<file path="config.mk">
export PLATFORM = sky130hd
export DESIGN_NAME = tick_scheduler_flat
export DESIGN_NICKNAME = d
export VERILOG_FILES = /design/src/rtl/tick_pkg.sv /design/src/rtl/tick_scheduler_if.sv /design/src/rtl/tick_channel.sv /design/src/rtl/tick_scheduler.sv /design/src/flat_wrapper.sv
export SDC_FILE = /design/constraint.sdc
export NUM_CORES = 1
export LEC_CHECK = 0
export ABC_CLOCK_PERIOD_IN_PS = 4700
export BUFFER_PORTS_ARGS = -buffer_cell sky130_fd_sc_hd__buf_2
export CAP_MARGIN = 10
export CORE_MARGIN = 2
export CORE_UTILIZATION = 42
export DETAILED_ROUTE_END_ITERATION = 6
export PLACE_DENSITY = 0.63
export SYNTH_ARGS = -nofsm -noshare
export SYNTH_HDL_FRONTEND = slang
export SYNTH_HIERARCHICAL = 1
export SYNTH_SLANG_ARGS = --single-unit
</file>
<file path="constraint.sdc">
create_clock -name clk -period 4.7 [get_ports clk]
set_input_delay 0.235 -clock clk [delete_from_list [all_inputs] [get_ports clk]]
set_output_delay 0.235 -clock clk [all_outputs]
set_load 0.005 [all_outputs]
</file>
<file path="src/rtl/tick_pkg.sv">
// tick_pkg: shared types and constants for the tick scheduler.
// Register map, CTRL field layout and CTRL reset value.
package tick_pkg;

    localparam int NCH = 3;

    localparam logic [2:0] A_CTRL0  = 3'd0;
    localparam logic [2:0] A_PER0   = 3'd1;
    localparam logic [2:0] A_CTRL1  = 3'd2;
    localparam logic [2:0] A_PER1   = 3'd3;
    localparam logic [2:0] A_CTRL2  = 3'd4;
    localparam logic [2:0] A_PER2   = 3'd5;
    localparam logic [2:0] A_STATUS = 3'd6;
    localparam logic [2:0] A_RSVD   = 3'd7;

    localparam int CTRL_EN  = 0;
    localparam int CTRL_PER = 1;
    localparam int CTRL_IRQ = 2;

    typedef struct packed {
        logic irq_en;
        logic periodic;
        logic en;
    } ctrl_t;

    localparam ctrl_t CTRL_DEF = 3'b011;

    function automatic logic [2:0] ctrl_addr(input int ch);
        return 3'(2 * ch);
    endfunction

    function automatic logic [2:0] period_addr(input int ch);
        return 3'(2 * ch + 1);
    endfunction

endpackage

</file>
<file path="src/rtl/tick_scheduler_if.sv">
// tick_scheduler_if: CPU register bus of the tick scheduler.
// Write strobe, address, write data and registered read data.
interface tick_scheduler_if;
    import tick_pkg::*;

    logic        wr_en;
    logic [2:0]  addr;
    logic [31:0] wdata;
    logic [31:0] rdata;

    modport master (
        output wr_en, addr, wdata,
        input  rdata
    );

    modport slave (
        input  wr_en, addr, wdata,
        output rdata
    );

endinterface

</file>
<file path="src/rtl/tick_channel.sv">
// tick_channel: one programmable tick channel counting us strobes.
// Emits a registered tick and toggles level on each expiry.
module tick_channel
    import tick_pkg::*;
#(
    parameter int PERIOD_W = 20
) (
    input  logic                clk,
    input  logic                reset,
    input  logic                us_stb,
    input  logic                en,
    input  logic [PERIOD_W-1:0] period,
    input  logic                restart,
    output logic                tick,
    output logic                expire,
    output logic                level
);

    logic [PERIOD_W-1:0] cnt;
    logic                run;
    logic                last;

    assign run    = en && (period != '0);
    assign last   = (cnt == period - PERIOD_W'(1));
    // a register write in the expiry cycle swallows the expiry
    assign expire = run && us_stb && last && !restart;

    // counter, tick strobe and square-wave level
    always_ff @(posedge clk or posedge reset) begin
        if (reset) begin
            cnt   <= '0;
            tick  <= 1'b0;
            level <= 1'b0;
        end else begin
            tick <= expire;
            if (expire) begin
                level <= ~level;
            end
            if (restart || !run) begin
                cnt <= '0;
            end else if (us_stb) begin
                cnt <= last ? '0 : cnt + PERIOD_W'(1);
            end
        end
    end

endmodule

</file>
<file path="src/rtl/tick_scheduler.sv">
// tick_scheduler: shared 1 us prescaler feeding three tick channels.
// Owns the register file, sticky STATUS, read data and interrupt.
module tick_scheduler
    import tick_pkg::*;
#(
    parameter int CLK_PER_US = 100,
    parameter int PERIOD_W   = 20,
    parameter int DEF_P0     = 500,
    parameter int DEF_P1     = 2000,
    parameter int DEF_P2     = 1000000
) (
    input  logic            clk,
    input  logic            reset,
    tick_scheduler_if.slave bus,
    output logic [NCH-1:0]  tick_o,
    output logic [NCH-1:0]  level_o,
    output logic            irq_o
);

    localparam int PW = $clog2(CLK_PER_US);

    logic [PW-1:0]       pcnt;
    logic                us_stb;
    ctrl_t               ctrl   [NCH];
    logic [PERIOD_W-1:0] period [NCH];
    logic [NCH-1:0]      status;
    logic [NCH-1:0]      restart;
    logic [NCH-1:0]      expire;
    logic [NCH-1:0]      irq_en;
    logic [NCH-1:0]      clr;
    logic [31:0]         rd_next;
    logic                unused_wdata;

    assign us_stb       = (pcnt == PW'(CLK_PER_US - 1));
    assign unused_wdata = ^bus.wdata[31:PERIOD_W];

    // free-running prescaler, wraps after CLK_PER_US cycles
    always_ff @(posedge clk or posedge reset) begin
        if (reset) begin
            pcnt <= '0;
        end else if (us_stb) begin
            pcnt <= '0;
        end else begin
            pcnt <= pcnt + PW'(1);
        end
    end

    // per-channel write decode and irq enable vector
    always_comb begin
        for (int i = 0; i < NCH; i++) begin
            restart[i] = bus.wr_en &&
                         (bus.addr == ctrl_addr(i) ||
                          bus.addr == period_addr(i));
            irq_en[i]  = ctrl[i].irq_en;
        end
        clr = (bus.wr_en && bus.addr == A_STATUS) ?
              bus.wdata[NCH-1:0] : '0;
    end

    // CTRL/PERIOD registers; one-shot expiry drops en
    always_ff @(posedge clk or posedge reset) begin
        if (reset) begin
            for (int i = 0; i < NCH; i++) begin
                ctrl[i] <= CTRL_DEF;
            end
            period[0] <= PERIOD_W'(DEF_P0);
            period[1] <= PERIOD_W'(DEF_P1);
            period[2] <= PERIOD_W'(DEF_P2);
        end else begin
            for (int i = 0; i < NCH; i++) begin
                if (bus.wr_en && bus.addr == ctrl_addr(i)) begin
                    ctrl[i] <= '{irq_en:   bus.wdata[CTRL_IRQ],
                                 periodic: bus.wdata[CTRL_PER],
                                 en:       bus.wdata[CTRL_EN]};
                end else if (expire[i] && !ctrl[i].periodic) begin
                    ctrl[i].en <= 1'b0;
                end
                if (bus.wr_en && bus.addr == period_addr(i)) begin
                    period[i] <= bus.wdata[PERIOD_W-1:0];
                end
            end
        end
    end

    // sticky expiry flags; a new set beats a same-cycle clear
    always_ff @(posedge clk or posedge reset) begin
        if (reset) begin
            status <= '0;
        end else begin
            status <= (status & ~clr) | expire;
        end
    end

    // read mux for the registered read port
    always_comb begin
        rd_next = '0;
        unique case (bus.addr)
            A_CTRL0:  rd_next = 32'(ctrl[0]);
            A_PER0:   rd_next = 32'(period[0]);
            A_CTRL1:  rd_next = 32'(ctrl[1]);
            A_PER1:   rd_next = 32'(period[1]);
            A_CTRL2:  rd_next = 32'(ctrl[2]);
            A_PER2:   rd_next = 32'(period[2]);
            A_STATUS: rd_next = 32'(status);
            A_RSVD:   rd_next = '0;
        endcase
    end

    // read data, one cycle behind addr
    always_ff @(posedge clk or posedge reset) begin
        if (reset) begin
            bus.rdata <= '0;
        end else begin
            bus.rdata <= rd_next;
        end
    end

    assign irq_o = |(status & irq_en);

    for (genvar i = 0; i < NCH; i++) begin : g_ch
        tick_channel #(
            .PERIOD_W (PERIOD_W)
        ) u_ch (
            .clk     (clk),
            .reset   (reset),
            .us_stb  (us_stb),
            .en      (ctrl[i].en),
            .period  (period[i]),
            .restart (restart[i]),
            .tick    (tick_o[i]),
            .expire  (expire[i]),
            .level   (level_o[i])
        );
    end

endmodule

</file>
<file path="src/flat_wrapper.sv">
// flat-port wrapper written by rule: the top's interface ports become plain ports
module tick_scheduler_flat import tick_pkg::*;
#(
    parameter int CLK_PER_US = 100,
    parameter int PERIOD_W   = 20,
    parameter int DEF_P0     = 500,
    parameter int DEF_P1     = 2000,
    parameter int DEF_P2     = 1000000
)
  (clk, reset, tick_o, level_o, irq_o, bus_wr_en, bus_addr, bus_wdata, bus_rdata);
  tick_scheduler_if bus_i ();
  input  logic clk;
  input  logic reset;
  output logic [NCH-1:0] tick_o;
  output logic [NCH-1:0] level_o;
  output logic irq_o;
  input wire logic [$bits(bus_i.wr_en)-1:0] bus_wr_en;
  input wire logic [$bits(bus_i.addr)-1:0] bus_addr;
  input wire logic [$bits(bus_i.wdata)-1:0] bus_wdata;
  output wire logic [$bits(bus_i.rdata)-1:0] bus_rdata;
  assign bus_i.wr_en = bus_wr_en;
  assign bus_i.addr = bus_addr;
  assign bus_i.wdata = bus_wdata;
  assign bus_rdata = bus_i.rdata;
  tick_scheduler #(.CLK_PER_US(CLK_PER_US), .PERIOD_W(PERIOD_W), .DEF_P0(DEF_P0), .DEF_P1(DEF_P1), .DEF_P2(DEF_P2)) u_core (.clk(clk), .reset(reset), .bus(bus_i), .tick_o(tick_o), .level_o(level_o), .irq_o(irq_o));
endmodule
</file>
==> run_results.csv, run 1 <==
group,metric,value,unit
critical_path,timing.critical_path.required,5.04,ns
timing,timing_worst_slew_pin_value,1.22,ns
critical_path,cp.buffers_inverters,3,
critical_path,timing.critical_path.slowest_cell_delay,0.56,ns
layout,proportion_of_layout_cells_with_a_drive_suffix_above_1,21.4,%
run_status,outcome,"finished clean",
yosys,post_synth_main_area_contributors,"dfrtp_1 (34%), mux2_2 (7.5%), dfstp_2 (6.4%)",
die,fp-row-count,57,
critical_path,cp_data_arrival_time,4.01,ns
timing,slew_viol_final,0,
die,floorplan.initialDensity,42.4,%
yosys,synth_top_flop_cell,"dfrtp_1",
layout,stdcell_count,1434,
clocking,worst_skew_pair.late_latency,0.43,ns
flow_run,drv.max_cap_violation_count,0,
global_routing,largest_net_degree_at_the_start_of_global_routing,69,
yosys,synthDominantAreaCellType,"dfrtp_1",
clocking,clock_tree.buffer_depth,2,
placed_design,dp_cells,1402,
clocking,clock_pin_slew_of_the_registers_on_the_worst_case_setup_and_hold_paths,0.07,ns
yosys,post-synth-top-count-cell,"dfrtp_1",
worst_hold_path,hold_path_class,"in -> async",
critical_path,path_max_fanout,7,
timing,rsz0062_at_grt,"false",
clocking,cts-hold-fix-buffers,0,
route,drc,0,
timing,timing.final.hold_violations,0,
placed_design,postPlaceCellArea,10700,um^2
yosys,synth_edf_count,0,
placed_design,gp_congestion,0.843,
timing,max-slew-margin-rel,18.8,%
timing,post-route-min-period,3.67,ns
yosys,yosysWarnings,6,
placed_design,hpwlAfterDp,18.3,mm
layout,layout.filler_cells,2328,
route,detailedRoute.firstPassIterationCount,4,
timing,clock.fmax,272,MHz
die,die_width,160,um
clocking,postCtsSetupBuffers,0,
route,drt-wirelength-per-cell,17.8,um
yosys,synthTopCellsByCount,"dfrtp_1 (140), nor2_1 (117), nand2_1 (83)",
clocking,tritoncts.num_buffers,17,
timing,finalClockSkew,0.0134,ns
yosys,post_synthesis_cells,1059,
global_routing,grt_first_pass_wirelength,41.7,mm
route,postRouteWirelength,25.5,mm
yosys,syn_area_per_cell,9.65,um^2
critical_path,critical_path.startpoint_type,"flip-flop",
die,core_area,24100,um^2
yosys,synth-seq-area-share,40.7,%
clocking,cts_num_sinks,165,
layout,nNetsFinal,1142,
yosys,synth_top_area_share,34.3,%
critical_path,crit_family,"simple AND/OR/NAND/NOR gates",
timing,setup_total_negative_slack,0,ns
global_routing,number_of_antenna_violations_at_the_first_check_in_global_routing,0,
critical_path,critPathSlowestCell,"or4_1",
clocking,root_buffer_cell,"clkbuf_16",
layout,syn2layout_area_growth,10.5,%
yosys,synthDistinctLibCells,58,
route,routed_via_density,5.68,
route,drt_antenna_net_count,0,
clocking,cts_tree,"yes",
layout,layout.core_utilization,46.9,%
pwr,power_density,364,nW/um^2
timing,timing.hold.ws,0.0528,ns
die,io_pins,77,
die,fp.dieH,160,um
placed_design,buffer_ports.inserted,52,
pwr,total_leakage_power,4.90,nW
timing,finalSetupViolCount,0,
global_routing,gr-total-overflow,0,
yosys,postSynthRegisterBits,165,
critical_path,endpoint_kind,"flip-flop",
route,detail_route.iter0.violations,585,
global_routing,grtUsageTotal,20.5,%
pwr,vdd_ir_drop_max,0.181,mV
yosys,asyncSetResetFlopFracSynth,100,%
layout,final_cell_area,11300,um^2
route,dr_total_vias,8141,
layout,num_antenna_cells,0,
critical_path,criticalPathCategory,"reg -> reg",
die,fp.dieArea,25600,um^2
global_routing,grt_pass1_vias,7663,
critical_path,path_cells,"inv_1 > ha_1 > or4b_4 > nor3b_1 > and2_1 > nor4b_1 > o22ai_1 > or4_1 > nor3_1 > buf_4 > inv_1 > o21ai_0 > o21ai_0",
clocking,post_cts_resize_count,0,
yosys,synthesis.area,10200,um^2
timing,period_share,78.1,%
clocking,ctsHtreeMaxLevel,4,
## cell type report
class                   count  area, um^2  share of cell area, %
clock buffers              17         425                   3.77
clock inverters            15         169                   1.50
inverters                  19        73.8                  0.653
multi-input cells         829        5710                   50.5
flip-flops and latches    165        4160                   36.8
well taps                 324         405                   3.59
repair buffers             65         358                   3.17
## cell families (layout without fill, tap and decap cells)
logic type,after synthesis,after routing,synth area share [%]
AO/OA/AOI/OAI,138,138,9.80
other,1,12,0.0367
flip-flops,165,165,40.7
adder cells (fa/ha/maj),7,7,0.857
XOR/XNOR,93,93,7.97
multiplexers,106,106,11.2
buffers and inverters,76,116,3.94
AND/OR/NAND/NOR,473,473,25.5
## placed cells by master (no fill, tap or decap), types with 13 or more instances in the layout
cell type,Yosys,routed
nand2_1,83,83
dfrtp_1,140,140
nand3_1,54,54
a21o_1,15,15
nor4_1,14,14
or2_2,27,27
dfstp_2,25,25
o21ai_0,21,21
xor2_1,42,42
nand4_1,25,25
nor2_1,117,117
inv_1,19,18
nor3_1,36,36
mux2_2,68,68
mux2i_1,36,36
buf_2,7,52
buf_4,21,13
a21boi_0,17,17
a221o_1,26,26
a21oi_1,20,20
clkbuf_16,0,17
a31oi_1,14,14
xnor2_1,51,51
nor2b_1,20,20
## path summary, 6_finish.rpt
| kind | start | to | slack [ns] | cells past startpoint |
|---|---|---|---|---|
| worst min register to register | u_core/pcnt[0] | u_core/pcnt[0] | 0.46 | 1 |
| worst min-delay path | reset | u_core/period[15] | 0.05 | 2 |
| max in group asynchronous | reset | u_core/period[18] | 3.66 | 3 |
| worst max-delay path | u_core/period[40] | u_core/ctrl[6] | 1.03 | 13 |
| worst max register to register | u_core/period[40] | u_core/ctrl[6] | 1.03 | 13 |
| min in group clk | bus_wdata[19] | u_core/period[59] | 0.07 | 2 |
## routing by layer
layer	track usage, %	vias to the layer above	wire, um
met5	0	-	0
met4	6.22	0	477
met3	3.48	33	885
met2	31.9	211	11700
met1	29.3	4030	12400
li1	-	3867	-
## sequential cells by signal (all words and copies together) (netlist names)
| name | count |
|---|---|
| u_core/status | 3 |
| u_core/pcnt | 7 |
| u_core/bus.rdata | 20 |
| u_core/g_ch.u_ch/level | 3 |
| u_core/period | 60 |
| u_core/ctrl | 9 |
| u_core/g_ch.u_ch/tick | 3 |
| u_core/g_ch.u_ch/cnt | 60 |
## report_power, final
group | switching, mW | internal [mW]
Clock | 0.628 | 0.797
Sequential | 0.284 | 1.61
Combinational | 0.413 | 0.385
## metrics by stage
step / power, mW / worst slack, ns
after floorplan: 2.44 / 1.48
after global placement: 2.68 / 1.08
after detailed placement: 2.70 / 1.06
after CTS: 4.13 / 1.06
after global routing: 4.33 / 0.754
final: 4.11 / 1.03
Power figures use the tool's default switching activity.
==> run 2, diff against run 1 <==
--- a/config.mk
+++ b/config.mk
@@ -5,13 +5,13 @@
 export SDC_FILE = /design/constraint.sdc
 export NUM_CORES = 1
 export LEC_CHECK = 0
-export ABC_CLOCK_PERIOD_IN_PS = 4700
+export ABC_CLOCK_PERIOD_IN_PS = 3300
 export BUFFER_PORTS_ARGS = -buffer_cell sky130_fd_sc_hd__buf_2
 export CAP_MARGIN = 10
 export CORE_MARGIN = 2
 export CORE_UTILIZATION = 42
 export DETAILED_ROUTE_END_ITERATION = 6
-export PLACE_DENSITY = 0.63
+export PLACE_DENSITY = 0.65
 export SYNTH_ARGS = -nofsm -noshare
 export SYNTH_HDL_FRONTEND = slang
 export SYNTH_HIERARCHICAL = 1
==> constraint.sdc (replaced) <==
create_clock -name clk -period 3.3 [get_ports clk]
set_input_delay 0.165 -clock clk [delete_from_list [all_inputs] [get_ports clk]]
set_output_delay 0.165 -clock clk [all_outputs]
set_load 0.005 [all_outputs]
==> run 2 against run 1 <==
Compared with the run above:
- the run now ends with negative setup slack left
- cell area is 8.3% higher
- global-route usage up 0.84 points
- worst hold slack got worse by 0.043 ns
- combinational power grew 98%
- cell count grew 5.4%
- non-clock buffer count increased by 77
- maximum frequency increased by 9.0%
- clock-buffer cell count is 3 higher
- critical path type unchanged
- largest power group unchanged
- highest routed layer unchanged
==> run_results.csv, run 2 (same netlist as run 1, synthesis figures left out) <==
group,metric,value,unit
critical_path,worst_r2r_path_cells,12,
global_routing,number_of_antenna_violations_at_the_first_check_in_global_routing,0,
die,core_area,24100,um^2
layout,proportion_of_layout_cells_with_a_drive_suffix_above_1,30.9,%
critical_path,timing.critical_path.required,3.60,ns
placed_design,hpwlAfterDp,19.8,mm
route,drt_antenna_net_count,0,
critical_path,endpoint_kind,"flip-flop",
route,drt-wirelength-per-cell,18.4,um
layout,layout.filler_cells,2217,
placed_design,gp_congestion,0.872,
critical_path,regToRegStartpoint,"u_core/period[20]",
timing,post-route-min-period,3.37,ns
route,postRouteWirelength,27.8,mm
clocking,ctsHtreeMaxLevel,4,
layout,final_cell_area,12200,um^2
route,detail_route.iter0.violations,764,
die,die_width,160,um
timing,finalSetupViolCount,11,
global_routing,largest_net_degree_at_the_start_of_global_routing,88,
route,detailedRoute.firstPassIterationCount,5,
run_status,outcome,"finished, violations left",
global_routing,grt_pass1_vias,7874,
layout,syn2layout_area_growth,19.7,%
timing,setup_total_negative_slack,-0.315,ns
pwr,vdd_ir_drop_max,0.308,mV
timing,slew_viol_final,0,
global_routing,gr-total-overflow,0,
pwr,cellInternalPower,4.10,mW
critical_path,cp_data_arrival_time,3.67,ns
critical_path,critPathLaunch,"u_core/period[20]",
timing,clock.fmax,297,MHz
timing,final_critical_path_setup_slack,-0.0662,ns
placed_design,buffer_ports.inserted,52,
placed_design,postPlaceCellArea,11100,um^2
die,fp-row-count,57,
layout,reg.largest.list,"u_core/g_ch.u_ch/cnt (60), u_core/period (60), u_core/bus.rdata (20)",
worst_hold_path,holdPathEnd,"u_core/period[59]",
timing,rsz0062_at_grt,"true",
layout,nNetsFinal,1219,
clocking,cts_num_sinks,165,
pwr,total_leakage_power,5.42,nW
run_status,violations_in_the_final_reports,"negative setup slack",
global_routing,grt_first_pass_wirelength,43.2,mm
worst_hold_path,worst_hold_startpoint,"bus_wdata[19]",
pwr,power_frac_seq,42.5,%
timing,period_share,102,%
layout,layout.cells.most_common_list,"dfrtp_1 (140), nor2_1 (106), buf_4 (81), nand2_1 (81), mux2_2 (66)",
global_routing,grtUsageTotal,21.3,%
clocking,clock_tree.buffer_depth,2,
worst_hold_path,hold_path_class,"in -> reg",
route,routed_via_density,5.56,
die,fp.dieH,160,um
clocking,clock_pin_slew_of_the_registers_on_the_worst_case_setup_and_hold_paths,0.07,ns
critical_path,reg2reg_to,"u_core/g_ch[1].u_ch/cnt[15]",
timing,timing.final.hold_violations,0,
critical_path,path_max_fanout,7,
flow_run,drv.max_cap_violation_count,0,
timing,finalClockSkew,0.0122,ns
clocking,tritoncts.num_buffers,17,
pwr,power.clock.fraction,31.3,%
clocking,cts_tree,"yes",
clocking,worst_skew_pair.late_latency,0.43,ns
die,fp.dieArea,25600,um^2
critical_path,critical_path.startpoint_type,"flip-flop",
timing,timing_worst_slew_pin_value,1.19,ns
pwr,power_density,494,nW/um^2
route,dr_total_vias,8403,
die,io_pins,77,
timing,max-slew-margin-rel,20.2,%
die,floorplan.initialDensity,42.4,%
clocking,root_buffer_cell,"clkbuf_16",
worst_hold_path,hold-path-cell-count,2,
layout,layout.cells.most_common,"dfrtp_1",
route,drc,0,
layout,num_antenna_cells,0,
critical_path,criticalPathCategory,"reg -> reg",
pwr,p_comb_share,26.2,%
pwr,design_power_total,6.05,mW
pwr,power.switching_fraction,32.2,%
critical_path,setup.reg_to_reg.worst_slack,-0.07,ns
pwr,power.net_switching,1.95,mW
## run 2: worst max-delay path by stage
| stage | endpoint | slack (ns) | depth (start not counted) |
|---|---|---|---|
| floorplan | u_core/g_ch[0].u_ch/cnt[5] | 0.08 | 11 |
| global placement | u_core/ctrl[6] | 0.0004 | 12 |
| detailed placement | u_core/ctrl[6] | -0.07 | 12 |
| CTS | u_core/g_ch[1].u_ch/cnt[17] | 0.004 | 11 |
| global route | u_core/g_ch[1].u_ch/cnt[15] | -0.16 | 12 |
| finish | u_core/g_ch[1].u_ch/cnt[15] | -0.07 | 12 |
## run 2: power by group through the flow
stage               combinational [mW]  sequential (mW)  clock (mW)
floorplan                        0.904             2.57           0
global placement                  1.41             2.58           0
detailed placement                1.45             2.59           0
CTS                               1.46             2.56        1.94
global route                      1.72             2.60        2.05
finish                            1.58             2.57        1.89
## run 2: final cells by class
type / count / area, um^2 / share of cell area (%)
multi-input cells: 829 / 6050 / 49.5
flip-flops and latches: 165 / 4160 / 34.0
repair buffers: 142 / 995 / 8.13
clock buffers: 20 / 447 / 3.65
well taps: 324 / 405 / 3.31
clock inverters: 12 / 105 / 0.859
inverters: 19 / 73.8 / 0.603
## run 2: per-layer routing
metal / GRT usage [%] / wire (um)
met1: 30.0 / 12900
met2: 33.8 / 13500
met3: 3.53 / 1190
met4: 6.39 / 311
met5: 0 / 0
## run 2: critical path: stages (launching register included)
cell and delay [ns]:
dfrtp_1 0.38, inv_1 0.06, ha_2 0.17, or4b_4 0.52, or4b_4 0.57, a21oi_4 0.16
nor3_4 0.05, or4_4 0.50, nor4_4 0.18, buf_4 0.19, buf_12 0.15, nor2_2 0.04
a221o_1 0.27
## run 2: through the flow
stage / std cells / utilization (%) / hold slack (ns) / setup slack, ns
after CTS: 1488 / 48.5 / 0.00705 / 0.00404
after detailed placement: 1455 / 46.1 / 0.201 / -0.0664
after floorplan: 1070 / - / 0.154 / 0.0785
after global placement: 1455 / 46.1 / 0.203 / 0.000427
after global routing: 1511 / 50.8 / 0.00212 / -0.155
final: 1511 / 50.8 / 0.0100 / -0.0662
## run 2: repair_timing
action	CTS	global route
pin swaps	0	27
endpoints found under the hold margin	12	0
cloned	0	3
gates resized for setup	2	92
endpoints found under the setup margin	4	60
setup buffers	0	20
hold buffers	1	0
==> run 3, diff against run 2 <==
--- a/config.mk
+++ b/config.mk
@@ -8,6 +8,7 @@
 export ABC_CLOCK_PERIOD_IN_PS = 3300
 export BUFFER_PORTS_ARGS = -buffer_cell sky130_fd_sc_hd__buf_2
 export CAP_MARGIN = 10
+export CORE_ASPECT_RATIO = 1.2
 export CORE_MARGIN = 2
 export CORE_UTILIZATION = 42
 export DETAILED_ROUTE_END_ITERATION = 6
@@ -16,3 +17,4 @@
 export SYNTH_HDL_FRONTEND = slang
 export SYNTH_HIERARCHICAL = 1
 export SYNTH_SLANG_ARGS = --single-unit
+export TNS_END_PERCENT = 100
==> run 3 against run 2 <==
Compared with the run above:
- the run ends with negative hold slack, negative setup slack left
- cell count shrank 1.5%
- sequential power about the same
- setup slack gained 0.0045 ns
- clock-buffer cell count decreased by 2
- via count is 0.75% lower
==> run_results.csv, run 3 (same netlist as run 1, synthesis figures left out) <==
group,metric,value,unit
die,floorplan.initialDensity,42.8,%
die,fp.dieH,175,um
layout,nNetsFinal,1200,
route,dr_total_vias,8340,
pwr,total_leakage_power,5.25,nW
flow_run,drv.max_cap_violation_count,0,
critical_path,critical_path.startpoint_type,"flip-flop",
layout,num_antenna_cells,0,
layout,reg.largest.list,"u_core/g_ch.u_ch/cnt (60), u_core/period (60), u_core/bus.rdata (20)",
clocking,ctsHtreeMaxLevel,4,
run_status,violations_in_the_final_reports,"negative hold slack, negative setup slack",
layout,syn2layout_area_growth,17.4,%
timing,setup_total_negative_slack,-0.933,ns
route,drt_antenna_net_count,0,
timing,clock.fmax,297,MHz
critical_path,endpoint_kind,"flip-flop",
placed_design,buffer_ports.inserted,52,
clocking,clock_tree.buffer_depth,2,
timing,max-slew-margin-rel,26.7,%
die,fp-row-count,62,
global_routing,grtUsageTotal,20.9,%
layout,layout.cells.most_common_list,"dfrtp_1 (140), nor2_1 (116), nand2_1 (83)",
die,io_pins,77,
route,detail_route.iter0.violations,487,
timing,timing_worst_slew_pin_value,1.10,ns
timing,slew_viol_final,0,
die,fp.dieArea,25600,um^2
timing,timing.final.hold_violations,3,
timing,finalClockSkew,0.0109,ns
global_routing,grt_first_pass_wirelength,42.3,mm
clocking,root_buffer_cell,"clkbuf_16",
layout,proportion_of_layout_cells_with_a_drive_suffix_above_1,27.7,%
route,routed_via_density,5.60,
critical_path,path_max_fanout,6,
global_routing,gr-total-overflow,0,
critical_path,reg2reg_to,"u_core/g_ch[1].u_ch/cnt[9]",
critical_path,worst_r2r_path_cells,12,
placed_design,gp_congestion,0.873,
pwr,power_density,518,nW/um^2
global_routing,largest_net_degree_at_the_start_of_global_routing,68,
critical_path,timing.critical_path.required,3.62,ns
layout,layout.cells.most_common,"dfrtp_1",
critical_path,regToRegStartpoint,"u_core/period[20]",
clocking,tritoncts.num_buffers,17,
route,postRouteWirelength,27.0,mm
route,drt-wirelength-per-cell,18.1,um
layout,final_cell_area,12000,um^2
timing,period_share,102,%
critical_path,path_cells,"inv_1 > ha_2 > or4b_4 > or4b_4 > a21oi_2 > nor3_2 > or4_4 > nor4_4 > buf_6 > buf_6 > nor4bb_2 > a221o_1",
critical_path,critPathSlowestCell,"or4b_4",
critical_path,criticalPathCategory,"reg -> reg",
critical_path,setup.reg_to_reg.worst_slack,-0.06,ns
placed_design,hpwlAfterDp,19.6,mm
route,drc,0,
die,core_area,23900,um^2
clocking,worst_skew_pair.late_latency,0.44,ns
critical_path,cp_data_arrival_time,3.69,ns
global_routing,number_of_antenna_violations_at_the_first_check_in_global_routing,0,
run_status,outcome,"finished, violations left",
placed_design,post_place_worst_slack,-0.0742,ns
critical_path,timing.critical_path.slowest_cell_delay,0.56,ns
clocking,cts_tree,"yes",
pwr,vdd_ir_drop_max,0.404,mV
clocking,cts_num_sinks,165,
worst_hold_path,hold_path_class,"in -> async",
layout,layout.core_utilization,50.2,%
die,die_width,146,um
timing,timing.hold.ws,-0.00112,ns
timing,finalSetupViolCount,27,
timing,rsz0062_at_grt,"true",
timing,post-route-min-period,3.36,ns
timing,final_critical_path_setup_slack,-0.0617,ns
global_routing,grt_pass1_vias,7861,
placed_design,postPlaceCellArea,11000,um^2
route,detailedRoute.firstPassIterationCount,5,
clocking,clock_pin_slew_of_the_registers_on_the_worst_case_setup_and_hold_paths,0.07,ns
-- run 3: worst max path at each step --
| stage | start | slack [ns] | depth (start not counted) | end |
|---|---|---|---|---|
| after global routing | u_core/period[20] | -0.16 | 12 | u_core/g_ch[1].u_ch/cnt[5] |
| final | u_core/period[20] | -0.06 | 12 | u_core/g_ch[1].u_ch/cnt[9] |
| after detailed placement | u_core/period[0] | -0.07 | 13 | u_core/ctrl[0] |
| after global placement | u_core/period[1] | -0.08 | 13 | u_core/ctrl[0] |
| after CTS | u_core/period[20] | -0.02 | 11 | u_core/g_ch[1].u_ch/cnt[9] |
| after floorplan | u_core/period[40] | 0.08 | 11 | u_core/g_ch[0].u_ch/cnt[5] |
-- run 3: where the power goes --
group          total [mW]  leakage (nW)  switching, mW  internal (mW)
clock                2.20         0.315          0.892           1.31
combinational        1.44          2.83          0.756          0.684
sequential           2.58          2.10          0.289           2.29
-- run 3: metal layers --
layer | track usage [%] | vias to the layer above | routed length, um
met3 | 3.00 | 42 | 875
li1 | - | 3986 | -
met4 | 8.90 | 0 | 856
met1 | 26.7 | 4130 | 11900
met5 | 0 | - | 0
met2 | 35.5 | 182 | 13400
-- run 3: critical path: cells and delay by family (launching register included) --
kind | cells | cell delay [ns]
fa+ha+maj | 1 | 0.17
simple gates | 6 | 1.92
compound gates | 2 | 0.42
flops | 1 | 0.38
buf+inv | 3 | 0.35
-- run 3: through the flow --
| step | instances | total power, mW |
|---|---|---|
| after floorplan | 1070 | 3.47 |
| after global placement | 1443 | 3.94 |
| after detailed placement | 1443 | 3.98 |
| after CTS | 1480 | 6.19 |
| after global routing | 1488 | 6.50 |
| final | 1488 | 6.22 |
-- run 3: area by class of cell --
cell class              count  area (um^2)
fillers                  2224        11900
multi-input cells         831         5910
flip-flops and latches    165         4160
repair buffers            121          806
clock buffers              18          439
well taps                 320          400
clock inverters            14          209
inverters                  19         73.8
-- run 3: what timing repair did --
action                                  4_1_cts  5_1_grt
buffers inserted                              3        6
gates resized for setup                       7       43
pin swaps                                     0       11
hold buffers                                  2        0
endpoints found under the setup margin       10       70
endpoints found under the hold margin         4        0
cloned                                        0        2
